File: src/rtl/input_sequencer_pkg.sv
`default_nettype none
// ============================================================================
// Module      : input_sequencer_pkg
// Description : Types and constants shared by the input sequencer, the
//               downstream Moore machine and the display logic. Holds the
//               2-bit debounce FSM state encoding and the default debounce
//               length (20 ms at 50 MHz).
// Revision    : 1.0 - initial release
// ============================================================================
package input_sequencer_pkg;

  // Debounce FSM state encoding (2 bits, visible to other blocks)
  typedef enum logic [1:0] {
    ST_IDLE         = 2'd0,
    ST_PRESS_WAIT   = 2'd1,
    ST_HELD         = 2'd2,
    ST_RELEASE_WAIT = 2'd3
  } db_state_e;

  localparam int DEBOUNCE_CYCLES_DEFAULT = 1000000;
  localparam int FIFO_DEPTH_DEFAULT      = 8;
  localparam int FILL_W                  = 5;

  // The qualification counter only ever holds 0..DEBOUNCE_CYCLES-2
  function automatic int cnt_width(input int cycles);
    return (cycles > 2) ? $clog2(cycles) : 1;
  endfunction

endpackage : input_sequencer_pkg
`default_nettype wire

File: src/rtl/input_sequencer_debounce_pulse.sv
`default_nettype none
// ============================================================================
// Module      : debounce_pulse
// Description : Two-flop synchronizer plus a four-state debounce FSM. A level
//               change is accepted only after DEBOUNCE_CYCLES consecutive
//               stable synchronized samples; any bounce restarts the count.
//               Emits one registered pulse per qualified press.
// Ports       : clk_in  - system clock
//               reset   - asynchronous, active-low reset
//               raw_i   - raw asynchronous active-high button
//               pulse_o - one-cycle pulse per accepted press (registered)
// Revision    : 1.0 - initial release
// ============================================================================
module debounce_pulse
  import input_sequencer_pkg::*;
#(
  parameter int DEBOUNCE_CYCLES = DEBOUNCE_CYCLES_DEFAULT
) (
  input  logic clk_in,
  input  logic reset,
  input  logic raw_i,
  output logic pulse_o
);

  localparam int CW = cnt_width(DEBOUNCE_CYCLES);
  // The counter clears on entry to a WAIT state and the transition is taken
  // on the sample that would bring it to DEBOUNCE_CYCLES-1, so the wait
  // spans exactly DEBOUNCE_CYCLES stable samples.
  localparam logic [CW-1:0] CNT_LAST =
      CW'((DEBOUNCE_CYCLES >= 2) ? (DEBOUNCE_CYCLES - 2) : 0);

  logic          sync1_q;
  logic          sync2_q;
  db_state_e     state_q;
  logic [CW-1:0] cnt_q;
  logic          pulse_q;

  always_ff @(posedge clk_in or negedge reset) begin
    if (!reset) begin
      sync1_q <= 1'b0;
      sync2_q <= 1'b0;
      state_q <= ST_IDLE;
      cnt_q   <= '0;
      pulse_q <= 1'b0;
    end else begin
      sync1_q <= raw_i;
      sync2_q <= sync1_q;
      pulse_q <= 1'b0;
      case (state_q)
        ST_IDLE: begin
          if (sync2_q) begin
            state_q <= ST_PRESS_WAIT;
            cnt_q   <= '0;
          end
        end
        ST_PRESS_WAIT: begin
          if (!sync2_q) begin
            state_q <= ST_IDLE;
            cnt_q   <= '0;
          end else if (cnt_q == CNT_LAST) begin
            state_q <= ST_HELD;
            cnt_q   <= '0;
            pulse_q <= 1'b1;
          end else begin
            cnt_q <= cnt_q + 1'b1;
          end
        end
        ST_HELD: begin
          if (!sync2_q) begin
            state_q <= ST_RELEASE_WAIT;
            cnt_q   <= '0;
          end
        end
        ST_RELEASE_WAIT: begin
          if (sync2_q) begin
            state_q <= ST_HELD;
            cnt_q   <= '0;
          end else if (cnt_q == CNT_LAST) begin
            state_q <= ST_IDLE;
            cnt_q   <= '0;
          end else begin
            cnt_q <= cnt_q + 1'b1;
          end
        end
        default: begin
          state_q <= ST_IDLE;
          cnt_q   <= '0;
        end
      endcase
    end
  end

  assign pulse_o = pulse_q;

endmodule : debounce_pulse
`default_nettype wire

File: src/rtl/input_sequencer.sv
`default_nettype none
// ============================================================================
// Module      : input_sequencer
// Description : Debounces a push-button and, on each accepted press, queues
//               the synchronized slide-switch value into a small FIFO that a
//               downstream state machine drains one bit at a time.
// Ports       : clk_in      - system clock
//               reset       - asynchronous, active-low reset
//               btn_raw     - raw bouncing push-button (active-high)
//               sw_raw      - raw slide switch, bit value to enqueue
//               bit_pop     - consume strobe from downstream
//               bit_out     - head-of-queue bit (0 when empty)
//               bit_valid   - queue non-empty
//               fill        - queue occupancy 0..FIFO_DEPTH
//               overflow    - sticky: a press was dropped on a full queue
//               press_pulse - one cycle per accepted press
// Revision    : 1.0 - initial release
// ============================================================================
module input_sequencer
  import input_sequencer_pkg::*;
#(
  parameter int DEBOUNCE_CYCLES = DEBOUNCE_CYCLES_DEFAULT,
  parameter int FIFO_DEPTH      = FIFO_DEPTH_DEFAULT   // power of two, 2..16
) (
  input  logic              clk_in,
  input  logic              reset,
  input  logic              btn_raw,
  input  logic              sw_raw,
  input  logic              bit_pop,
  output logic              bit_out,
  output logic              bit_valid,
  output logic [FILL_W-1:0] fill,
  output logic              overflow,
  output logic              press_pulse
);

  localparam int              PW        = $clog2(FIFO_DEPTH);
  localparam logic [FILL_W-1:0] FILL_FULL = FILL_W'(FIFO_DEPTH);

  logic press_pulse_w;

  debounce_pulse #(
    .DEBOUNCE_CYCLES(DEBOUNCE_CYCLES)
  ) u_debounce (
    .clk_in (clk_in),
    .reset  (reset),
    .raw_i  (btn_raw),
    .pulse_o(press_pulse_w)
  );

  // Switch synchronizer; same depth as the button path
  logic sw_s1_q;
  logic sw_s2_q;

  // FIFO state
  logic [FIFO_DEPTH-1:0] mem_q,    mem_d;
  logic [PW-1:0]         wr_ptr_q, wr_ptr_d;
  logic [PW-1:0]         rd_ptr_q, rd_ptr_d;
  logic [FILL_W-1:0]     fill_q,   fill_d;
  logic                  bit_out_q, bit_out_d;
  logic                  valid_q,   valid_d;
  logic                  overflow_q, overflow_d;

  logic full;
  logic pop_en;
  logic push_en;

  always_comb begin
    full       = (fill_q == FILL_FULL);
    pop_en     = bit_pop && valid_q;
    // A pop in the same cycle frees the slot a full queue needs
    push_en    = press_pulse_w && (!full || pop_en);
    overflow_d = overflow_q || (press_pulse_w && full && !pop_en);

    mem_d    = mem_q;
    wr_ptr_d = wr_ptr_q;
    rd_ptr_d = rd_ptr_q;
    fill_d   = fill_q;

    if (push_en) begin
      mem_d[wr_ptr_q] = sw_s2_q;
      wr_ptr_d        = wr_ptr_q + 1'b1;
    end
    if (pop_en) begin
      rd_ptr_d = rd_ptr_q + 1'b1;
    end
    if (push_en && !pop_en) begin
      fill_d = fill_q + 1'b1;
    end else if (pop_en && !push_en) begin
      fill_d = fill_q - 1'b1;
    end

    // Head is looked up in the post-write image so a push into an empty
    // (or just-drained) queue shows up on bit_out immediately.
    valid_d   = (fill_d != '0);
    bit_out_d = valid_d ? mem_d[rd_ptr_d] : 1'b0;
  end

  always_ff @(posedge clk_in or negedge reset) begin
    if (!reset) begin
      sw_s1_q    <= 1'b0;
      sw_s2_q    <= 1'b0;
      mem_q      <= '0;
      wr_ptr_q   <= '0;
      rd_ptr_q   <= '0;
      fill_q     <= '0;
      bit_out_q  <= 1'b0;
      valid_q    <= 1'b0;
      overflow_q <= 1'b0;
    end else begin
      sw_s1_q    <= sw_raw;
      sw_s2_q    <= sw_s1_q;
      mem_q      <= mem_d;
      wr_ptr_q   <= wr_ptr_d;
      rd_ptr_q   <= rd_ptr_d;
      fill_q     <= fill_d;
      bit_out_q  <= bit_out_d;
      valid_q    <= valid_d;
      overflow_q <= overflow_d;
    end
  end

  assign bit_out     = bit_out_q;
  assign bit_valid   = valid_q;
  assign fill        = fill_q;
  assign overflow    = overflow_q;
  assign press_pulse = press_pulse_w;

endmodule : input_sequencer
`default_nettype wire
File: config.mk
export PLATFORM = sky130hd
export DESIGN_NAME = input_sequencer
export DESIGN_NICKNAME = d
export VERILOG_FILES = /design/src/rtl/input_sequencer_pkg.sv /design/src/rtl/input_sequencer_debounce_pulse.sv /design/src/rtl/input_sequencer.sv
export SDC_FILE = /design/constraint.sdc
export NUM_CORES = 1
export LEC_CHECK = 0
export CELL_PAD_IN_SITES_DETAIL_PLACEMENT = 2
export CELL_PAD_IN_SITES_GLOBAL_PLACEMENT = 2
export CORE_UTILIZATION = 43
export CTS_BUF_LIST = sky130_fd_sc_hd__clkbuf_8
export DETAILED_ROUTE_END_ITERATION = 8
export DONT_BUFFER_PORTS = 1
export GPL_TIMING_DRIVEN = 0
export PLACE_DENSITY_LB_ADDON = 0.05
export SYNTH_ARGS = -nofsm -noshare
export SYNTH_HDL_FRONTEND = slang
export SYNTH_HIERARCHICAL = 1
export SYNTH_SLANG_ARGS = --single-unit
export TNS_END_PERCENT = 50
File: constraint.sdc
create_clock -name clk_in -period 2.8 [get_ports clk_in]
set_clock_uncertainty 0.2 [all_clocks]
set_input_delay 0.7 -clock clk_in [delete_from_list [all_inputs] [get_ports clk_in]]
set_output_delay 0.7 -clock clk_in [all_outputs]
set_load 0.02 [all_outputs]
==> results of run 1 <==
state kept, by name, summed over array words and instances, names as in the netlist, named ones only:
signal,cells
u_debounce/state_q,1
u_debounce/pulse_o,1
bit_valid,1
u_debounce/sync2_q,1
rd_ptr_q,3
bit_out,1
overflow,1
u_debounce/cnt_q,20
sw_s1_q,1
wr_ptr_q,3
mem_q,8
u_debounce/sync1_q,1
sw_s2_q,1
fill,5
final cells by class:
class                   count  area [µm²]  area share (%)
multi-input cells         187        1320            45.2
inverters                  15        56.3            1.93
clock buffers               6        82.6            2.84
repair buffers              1        27.5           0.946
flip-flops and latches     49        1230            42.2
plain buffers              10        68.8            2.36
clock inverters             2        37.5            1.29
well taps                  75        93.8            3.22
Yosys cell counts (2+ instances only):
cell type and instances:
sky130_fd_sc_hd__nand3b_1 3, sky130_fd_sc_hd__nor3_1 4, sky130_fd_sc_hd__buf_6 2, sky130_fd_sc_hd__and3_1 2
sky130_fd_sc_hd__buf_2 2, sky130_fd_sc_hd__clkbuf_1 4, sky130_fd_sc_hd__o211ai_1 2, sky130_fd_sc_hd__o21ai_0 15
sky130_fd_sc_hd__xor2_1 8, sky130_fd_sc_hd__o21ai_1 2, sky130_fd_sc_hd__a21oi_1 11, sky130_fd_sc_hd__a21o_1 2
sky130_fd_sc_hd__nand4_1 5, sky130_fd_sc_hd__nand3_1 11, sky130_fd_sc_hd__o41ai_1 2, sky130_fd_sc_hd__nor4b_1 2
sky130_fd_sc_hd__ha_1 6, sky130_fd_sc_hd__or3_1 4, sky130_fd_sc_hd__nor4_1 4, sky130_fd_sc_hd__nor2_1 11
sky130_fd_sc_hd__xnor2_1 6, sky130_fd_sc_hd__a31oi_1 10, sky130_fd_sc_hd__nor4bb_1 3, sky130_fd_sc_hd__a22o_1 2
sky130_fd_sc_hd__nand2b_1 4, sky130_fd_sc_hd__nand2_1 30, sky130_fd_sc_hd__mux2_2 8, sky130_fd_sc_hd__inv_1 15
sky130_fd_sc_hd__dfrtp_1 49, sky130_fd_sc_hd__mux2_4 2, sky130_fd_sc_hd__a41oi_1 2, sky130_fd_sc_hd__mux2i_1 3
worst max-delay path, cell delays in order, from the launching register on:
cell	delay [ns]
sky130_fd_sc_hd__dfrtp_2	0.49
sky130_fd_sc_hd__inv_1	0.13
sky130_fd_sc_hd__ha_1	0.25
sky130_fd_sc_hd__nand4bb_4	0.19
sky130_fd_sc_hd__o21ai_0	0.26
sky130_fd_sc_hd__mux2_2	0.37
sky130_fd_sc_hd__a221o_1	0.33
sky130_fd_sc_hd__a31oi_1	0.19
sky130_fd_sc_hd__nor4_2	0.06
per-stage QoR:
| stage | std cells | setup WS [ns] | instance area [µm²] | hold slack (ns) |
|---|---|---|---|---|
| after detailed placement | 336 | 0.0752 | 2760 | 0.150 |
| after CTS | 345 | 0.0731 | 2910 | 0.0462 |
| after floorplan | 261 | 0.350 | 2670 | 0.131 |
| final | 345 | 0.190 | 2910 | 0.0327 |
| after global placement | 336 | 0.142 | 2760 | 0.134 |
| after global routing | 345 | 0.0112 | 2910 | 0.0380 |
power groups by stage:
stage	clock [mW]	sequential, mW	combinational, mW
final	0.538	1.03	0.857
after global routing	0.572	1.05	0.963
after CTS	0.554	1.03	0.879
after detailed placement	0	1.04	0.853
after floorplan	0	1.00	0.627
after global placement	0	1.03	0.806
metal layers:
layer | track usage [%] | share of wire (%) | up-vias
li1 | - | - | 962
met1 | 26.1 | 45 | 1018
met2 | 40.4 | 53 | 14
met3 | 2.47 | 1.2 | 5
met4 | 5.89 | 0.92 | 0
met5 | 0 | 0 | -
kinds of logic after synthesis:
group	Yosys count	share of synthesized area, %
fa+ha+maj	6	2.82
flops	49	46.0
simple gates	98	22.5
mux	13	5.63
compound gates	56	13.7
buf+inv	25	4.69
xor+xnor	14	4.60
repair_timing:
action	in CTS	in global routing
gates resized for setup	0	2
setup buffers	0	0
setup endpoints to repair	0	1
endpoints found under the hold margin	49	0
hold buffers	1	0
final timing paths:
path / cells past startpoint / from / end / slack, ns
setup / recovery: 8 / fill[0]$_DFF_PN0_ / bit_out$_DFF_PN0_ / 0.19
hold / removal: 1 / reset / mem_q[6]$_DFF_PN0_ / 0.03
setup reg to reg: 8 / fill[0]$_DFF_PN0_ / bit_out$_DFF_PN0_ / 0.19
hold reg to reg: 0 / sw_s1_q$_DFF_PN0_ / sw_s2_q$_DFF_PN0_ / 0.15
max in group asynchronous: 1 / reset / fill[1]$_DFF_PN0_ / 2.13
min in group clk_in: 0 / sw_s1_q$_DFF_PN0_ / sw_s2_q$_DFF_PN0_ / 0.15
==> impl_summary.log, run 1 <==
[metrics] outcome: finished clean
[metrics] TritonCTS clock tree: yes
[metrics] post-synth cell types: 57
[metrics] die outline height: 80.7 µm
[metrics] first-pass iteration count of the detailed router: 4
[metrics] HPWL Detailed: around 4500 µm
[metrics] total internal power: 1.44 mW
[metrics] library cell used as clock root buffer: sky130_fd_sc_hd__clkbuf_8
[metrics] Max Clk Rate: 383 MHz
[metrics] Total Routed Length: 6380 µm
[metrics] power density relative to cell area: 833 mW/mm²
[metrics] Net Count, Synth: 272
[metrics] Leakage: 1.25 nW
[metrics] IO Count: 14
[metrics] crit path DAT: 2.58 ns
[metrics] Req. time, crit path: between 2 and 3 ns
[metrics] number of slew-limit violations in the final report: 0
[metrics] synth-to-layout area growth: 9.15%
[metrics] max-cap viol count: 0
[metrics] Logic pwr share: a little over a third
[metrics] Total Negative Setup Slacks: 0 ns
[metrics] DRC violations left: 0
[metrics] Longest Clk Path Bufs: 2
[metrics] share of the clock period used by the worst path after layout: 93.2%
[metrics] startpoint kind of the worst setup timing path: register
[metrics] Max-slew headroom: a little over three fifths
[metrics] total gr overflow: 0
[metrics] commonest non-fill, non-tap cell in the layout: sky130_fd_sc_hd__dfrtp_1
[metrics] total number of H-tree levels: 2
[metrics] cells taking the most area after synthesis: sky130_fd_sc_hd__dfrtp_1 (46%), sky130_fd_sc_hd__nand2_1 (4.2%), sky130_fd_sc_hd__mux2_2 (3.4%)
[metrics] unrepaired setup endpoints after global routing: false
[metrics] Worst VDD drop: between 300 and 400 µV
[metrics] horizontal die dimension: between 80 and 90 µm
[metrics] CTS Buf Count: 5
[metrics] std cell rows: 28
[metrics] clk sinks: between 40 and 50
[metrics] measured slew at the worst slew-check pin: 0.562 ns
[metrics] Total Power Consumption: approximately 2.4 mW
[metrics] number of antenna-violating nets in the routed design: 0
[metrics] number of vias in the routed layout: 1999
[metrics] vias in the first global route: about 2200
[metrics] Global Route Usage Sum: 21.6%
[metrics] ys flop type: sky130_fd_sc_hd__dfrtp_1
[metrics] Die Footprint: 0.00652 mm²
[metrics] sequential share of power: 42.4%
[metrics] clock period minus final worst setup slack: 2.61 ns
[metrics] dominant cell type by area after synthesis: sky130_fd_sc_hd__dfrtp_1
[metrics] CTS clk-pin slew, worst paths: 0.10 ns
[metrics] ys async rst share: 100%
[metrics] Synth Area per Inst: 10.2 µm²
[metrics] final count of hold timing violations: 0
[metrics] synthesized cell area: 0.00267 mm²
[metrics] fin util: 48.9%
[metrics] Diodes inserted: 0
[metrics] CP Capture Type: register
[metrics] post-synth top area share: 46.0%
[metrics] Hold Path Class: primary input to async pin
[metrics] routability congestion estimate from global placement: 0.733
[metrics] number of flops mapped to enable cells by yosys: 0
[metrics] Starting DRT DRC Count: 94
[metrics] Synth warnings: 6
[metrics] net switching share of the total power: 40.5%
[metrics] share of power burned in the clock network: between 20 and 25%
[metrics] count of buffers inserted at the top-level ports: 0
[metrics] Seq/Total Area, Yosys: 46.0%
[metrics] fraction of layout cells with a size suffix above 1: 14.4%
[metrics] Avg Vias per Cell: 5.79
[metrics] insertion delay of the later-clocked pin in the worst-skew pair: 0.30 ns
[metrics] number of instances in the synthesized netlist: 261
[metrics] register bit total from synthesis: 49
[metrics] total setup violations reported at the end of the flow: 0
[metrics] wire length of the first global-routing pass: 10800 µm
[metrics] maximum number of pins on one net before global-route repair: 50
[metrics] starting density of the core: 44.8%
[metrics] average routed wire per standard cell: 18.5 µm
[metrics] number of nets in the layout: 280
[metrics] number of inserted filler cells in the final layout: approximately 640
[metrics] initial antenna violation count: 0
[metrics] sw power: 983 µW
[metrics] type of the worst setup path: register to register
[metrics] commonest non-fill, non-tap cells in the layout: sky130_fd_sc_hd__dfrtp_1 (47), sky130_fd_sc_hd__nand2_1 (30), sky130_fd_sc_hd__o21ai_0 (15), sky130_fd_sc_hd__inv_1 (15)
[metrics] core area: 0.00596 mm²
[metrics] Critical Path Fanout Max: 6
Note: power is estimated with default switching activity, not from simulation.
==> inputs of run 2 (changes only) <==
SETUP_SLACK_MARGIN = 0.15   (was unset)
==> impl_summary.log, run 2 (same netlist as run 1, synthesis figures left out) <==
[metrics] outcome: finished clean
[metrics] std cell rows: 28
[metrics] measured slew at the worst slew-check pin: 0.587 ns
[metrics] slack of the critical path: 0.293 ns
[metrics] crit path DAT: 2.49 ns
[metrics] startpoint kind of the worst setup timing path: register
[metrics] average routed wire per standard cell: 18.4 µm
[metrics] fraction of layout cells with a size suffix above 1: ~16%
[metrics] Longest Clk Path Bufs: 2
[metrics] core area: 0.00596 mm²
[metrics] HPWL Detailed: between 4000 and 5000 µm
[metrics] number of inserted filler cells in the final layout: 641
[metrics] Hold Path Class: primary input to async pin
[metrics] count of buffers inserted at the top-level ports: 0
[metrics] CTS Buf Count: 5
[metrics] R2R Setup Slk: around 0.29 ns
[metrics] sw power: approximately 1000 µW
[metrics] total setup violations reported at the end of the flow: 0
[metrics] Leakage: ~1.3 nW
[metrics] starting density of the core: between 40% and 50%
[metrics] clk sinks: between 40 and 50
[metrics] beginning of the worst register-to-register path: fill[0]$_DFF_PN0_
[metrics] worst hold margin: 0.0373 ns
[metrics] IO Count: 14
[metrics] routability congestion estimate from global placement: 0.733
[metrics] Avg Vias per Cell: 5.78
[metrics] Critical Path Fanout Max: 5
[metrics] met3 routing resource usage after global routing: around 2.5%
[metrics] unrepaired setup endpoints after global routing: true
[metrics] RR Endpoint: bit_out$_DFF_PN0_
[metrics] total number of H-tree levels: 2
[metrics] Starting DRT DRC Count: 74
[metrics] busiest metal layer after global routing: met2
[metrics] first-pass iteration count of the detailed router: 4
[metrics] TritonCTS clock tree: yes
[metrics] Total Routed Length: 6360 µm
[metrics] net switching share of the total power: about two fifths
[metrics] clock period minus final worst setup slack: 2.51 ns
[metrics] Worst VDD drop: 357 µV
[metrics] number of antenna-violating nets in the routed design: 0
[metrics] max reg flops: 20
[metrics] CP Capture Type: register
[metrics] sequential share of power: 42.1%
[metrics] total area of multi-input combinational cells: between 0.001 and 0.0015 mm²
[metrics] register name with the most flops: u_debounce/cnt_q
[metrics] wire length of the first global-routing pass: roughly 11000 µm
[metrics] Max Clk Rate: around 400 MHz
[metrics] horizontal die dimension: 80.7 µm
[metrics] insertion delay of the later-clocked pin in the worst-skew pair: 0.30 ns
[metrics] share of the clock period used by the worst path after layout: 89.5%
[metrics] die outline height: 80.7 µm
[metrics] Total Negative Setup Slacks: 0 ns
[metrics] initial antenna violation count: 0
[metrics] final count of hold timing violations: 0
[metrics] power density relative to cell area: 833 mW/mm²
[metrics] Global Route Usage Sum: 21.6%
[metrics] commonest non-fill, non-tap cells in the layout: sky130_fd_sc_hd__dfrtp_1 (47), sky130_fd_sc_hd__nand2_1 (30), sky130_fd_sc_hd__inv_1 (15)
[metrics] share of power burned in the clock network: 21.9%
[metrics] met1 track utilization from global routing: a little over a quarter
[metrics] number of slew-limit violations in the final report: 0
[metrics] number of nets in the layout: around 280
[metrics] Logic pwr share: 36.0%
[metrics] Die Footprint: 0.00652 mm²
[metrics] M2 GR Usage: between 40% and 50%
[metrics] total internal power: ~1.5 mW
[metrics] Max-slew headroom: 60.6%
[metrics] library cell used as clock root buffer: sky130_fd_sc_hd__clkbuf_8
[metrics] number of vias in the routed layout: 2001
[metrics] CTS clk-pin slew, worst paths: around 0.10 ns
[metrics] maximum number of pins on one net before global-route repair: 50
[metrics] Total Power Consumption: 2.44 mW
[metrics] Worst R2R Path Depth: 8
[metrics] Placement Setup Slack: between 0.07 and 0.08 ns
[metrics] max-cap viol count: 0
[metrics] commonest non-fill, non-tap cell in the layout: sky130_fd_sc_hd__dfrtp_1
[metrics] Diodes inserted: 0
[metrics] type of the worst setup path: register to register
[metrics] vias in the first global route: roughly 2200
[metrics] total gr overflow: 0
[metrics] DRC violations left: 0
[metrics] storage element area: 0.00123 mm²
[metrics] synth-to-layout area growth: 10.1%
[metrics] Req. time, crit path: 2.78 ns
## run 2: routing by layer
layer,up-vias,routed length [µm]
met2,16,3400
li1,962,-
met1,1018,2820
met5,-,0
met3,5,88
met4,0,59
## run 2: how the worst max path moves through the flow
stage                                         start                               end  slack [ns]  cells past startpoint
floorplan                         fill[0]$_DFF_PN0_                 bit_out$_DFF_PN0_        0.35                      8
global placement                  fill[0]$_DFF_PN0_                 bit_out$_DFF_PN0_        0.14                      8
detailed placement                fill[0]$_DFF_PN0_                 bit_out$_DFF_PN0_        0.08                      8
CTS                               fill[0]$_DFF_PN0_                 bit_out$_DFF_PN0_        0.16                      8
global route        u_debounce/cnt_q[0]$_DFFE_PN0P_  u_debounce/cnt_q[19]$_DFFE_PN0P_        0.15                      9
finish                            fill[0]$_DFF_PN0_                 bit_out$_DFF_PN0_        0.29                      8
## run 2: final cells by class
type	count	share of cell area, %
Tap cell	75	3.20
Buffer	10	2.43
Clock inverter	2	1.28
Sequential cell	49	41.9
Multi-Input combinational cell	187	45.3
Clock buffer	6	2.81
Inverter	15	1.92
Timing Repair Buffer	2	1.19
## run 2: per-stage QoR
step | area [µm²] | instances | utilization, %
after floorplan | 2670 | 261 | -
after global placement | 2760 | 336 | 46.3
final | 2940 | 346 | 49.3
after detailed placement | 2760 | 336 | 46.3
after global routing | 2940 | 346 | 49.3
after CTS | 2910 | 345 | 48.9
## run 2: power groups by stage
stage / registers (mW) / clock network (mW) / logic [mW]
final: 1.03 / 0.536 / 0.880
after CTS: 1.03 / 0.554 / 0.879
after global placement: 1.03 / 0 / 0.806
after floorplan: 1.00 / 0 / 0.627
after detailed placement: 1.04 / 0 / 0.853
after global routing: 1.05 / 0.572 / 0.986
## run 2: timing repair
item                                   in CTS  in global routing
setup endpoints to repair                   1                  2
pin swaps                                   0                  1
buffers inserted                            0                  1
gates resized for setup                     2                  5
hold buffers                                1                  0
endpoints found under the hold margin      49                  0
## run 2: worst max-delay path, cell delays in order (launching register included)
cell	delay (ns)
sky130_fd_sc_hd__dfrtp_2	0.47
sky130_fd_sc_hd__inv_1	0.11
sky130_fd_sc_hd__ha_2	0.23
sky130_fd_sc_hd__and4bb_2	0.27
sky130_fd_sc_hd__a21oi_1	0.17
sky130_fd_sc_hd__mux2_2	0.37
sky130_fd_sc_hd__a221o_1	0.35
sky130_fd_sc_hd__a31oi_2	0.16
sky130_fd_sc_hd__nor4_2	0.06
==> RTL edit (settings of run 2) <==
Put one more register stage on the output `fill`, without a reset. The value now appears one clock later. The other outputs are not delayed to match.
--- a/src/rtl/input_sequencer.sv
+++ b/src/rtl/input_sequencer.sv
@@ -122,7 +122,9 @@
 
   assign bit_out     = bit_out_q;
   assign bit_valid   = valid_q;
-  assign fill        = fill_q;
+  always_ff @(posedge clk_in) begin
+    fill <= fill_q;
+  end
   assign overflow    = overflow_q;
   assign press_pulse = press_pulse_w;
 
Formal check against the unedited RTL: same outputs for any inputs over 10 cycles, from zero or initial values and one cycle with reset low; that may be too few to reach the edited logic, so the function may still have changed.
==> RTL edit against run 2 <==
- sequential cell count increased by 5
- sequential share of layout area increased by 2.0 points
- synthesized area increased by 3.8%
- wire length increased by 8.5%
- critical endpoint unchanged
- setup slack got worse by 95 ps
- power increased by 6.3%
- cell area increased by 3.1%
- critical path type unchanged
==> RTL edit: results (changes against run 2) <==
metric	value	unit	change
wire_per_inst	19.7	microns	was 18.4 microns
whs	17.9	ps	was 37.3 ps
grt_pass1_vias	2223		was 2192
gp_congestion	0.722		was 0.733
io_buffers	0		unchanged
syn_nets	277		was 272
clock_path_buffers	2		unchanged
cts_root_buf	clkbuf_8		unchanged
postPlaceCellArea	0.00286	sq mm	was 0.00276 sq mm
synth_cell_types	58		was 57
dp_hpwl	4720	microns	was 4530 microns
tightest_slew	680	ps	was 587 ps
vdd_drop_max	0.000571	V	was 0.000357 V
pre_cts_ws	171	ps	was 75.2 ps
final-setup-viol-count	0		unchanged
synth_xor_xnor_area_share	4.43	%	was 4.60%
numCtsBuffers	5		unchanged
synth_area_leaders	dfrtp_1 (44%), nand2_1 (4.1%), dfxtp_1 (3.6%)		was dfrtp_1 (46%), nand2_1 (4.2%), mux2_2 (3.4%)
drt-vias-per-instance	5.91		was 5.78
p_leak	1.29	nW	was 1.25 nW
slowest_stage	or4b_4		was dfrtp_2
drive_gt1_share	15.2	%	was 15.9%
grt_pass1_wl	11400	microns	was 10700 microns
crit-reg2reg-launch	fill_q[1]		was fill[0]
dp_cells	341		was 336
track_usage	22.9	%	was 21.6%
hp-class	in -> async		unchanged
critical_path.top_delay_family	simple AND/OR/NAND/NOR gates		was compound AO/OA/AOI/OAI gates
reg.largest.list	u_debounce/cnt_q: 20 flops, mem_q: 8 flops		
fin_nets	286		was 281
rrSetupSlack	200	ps	was 290 ps
async_flop_share	90.7	%	was 100%
synthTopCellsByCount	dfrtp_1 (49), nand2_1 (30), inv_1 (15), o21ai_0 (15)		unchanged
critPathMaxStageDelay	550	ps	was 470 ps
worstSkewPairLatency	320	ps	was 300 ps
worst-path-max-fanout	8		was 5
drt-initial-drc-count	60		was 74
syn_inst	266		was 261
status	finished clean		unchanged
grt_max_degree	50		unchanged
synth-compound-area-share	13.3	%	was 13.7%
cts_max_level	2		unchanged
muxShareOfSynthArea	5.43	%	was 5.63%
clkTransAtPathRegs	100	ps	about the same
drt_pre_antenna_iters	4		unchanged
grt_antenna_before_repair	0		unchanged
dr_total_vias	2074		was 2001
synth_adder_area_share	2.71	%	was 2.82%
reg2reg_to	bit_out		unchanged
ys_seq_area_share	47.9	%	was 46.0%
-- RTL edit: cell types whose count changed after synthesis --
cell,delta
dfxtp_1,+5
-- RTL edit: per-layer routing --
| metal | global-route usage (%) | part of all wire, % |
|---|---|---|
| met1 | 26.7 | 45 |
| met5 | 0 | 0 |
| met2 | 42.6 | 52 |
| met4 | 7.37 | 1.2 |
| met3 | 3.63 | 1.4 |
-- RTL edit: power breakdown --
group | switching, mW | internal [mW] | total (mW)
Combinational | 0.557 | 0.347 | 0.905
Clock | 0.280 | 0.266 | 0.546
Sequential | 0.221 | 0.927 | 1.15
-- RTL edit: area by class of cell --
cell class / count / area, sq um
Buffer: 10 / 71.3
Clock buffer: 5 / 68.8
Sequential cell: 54 / 1330
Multi-Input combinational cell: 187 / 1330
Clock inverter: 3 / 45.0
Fill cell: 635 / 3030
Tap cell: 75 / 93.8
Timing Repair Buffer: 2 / 35.0
Inverter: 15 / 56.3
-- RTL edit: how the worst max path moves through the flow --
stage,start,endpoint,slack [ps]
floorplan,bit_pop,bit_out,390
global placement,bit_pop,bit_out,170
global route,fill_q[1],bit_out,60
CTS,fill_q[0],bit_out,160
finish,fill_q[1],bit_out,200
detailed placement,fill_q[1],bit_out,170
-- RTL edit: cells by family (layout without fill, tap and decap cells) --
| family | after synthesis | count (layout) |
|---|---|---|
| simple gates | 98 | 98 |
| fa+ha+maj | 6 | 6 |
| flops | 54 | 54 |
| xor+xnor | 14 | 14 |
| compound gates | 56 | 56 |
| mux | 13 | 13 |
| buf+inv | 25 | 35 |
-- RTL edit: repair_timing --
item	CTS	global route
endpoints found under the hold margin	49	0
resized for setup	1	4
setup buffers	0	1
pin swaps	0	1
setup endpoints to repair	1	13
hold buffers	1	0
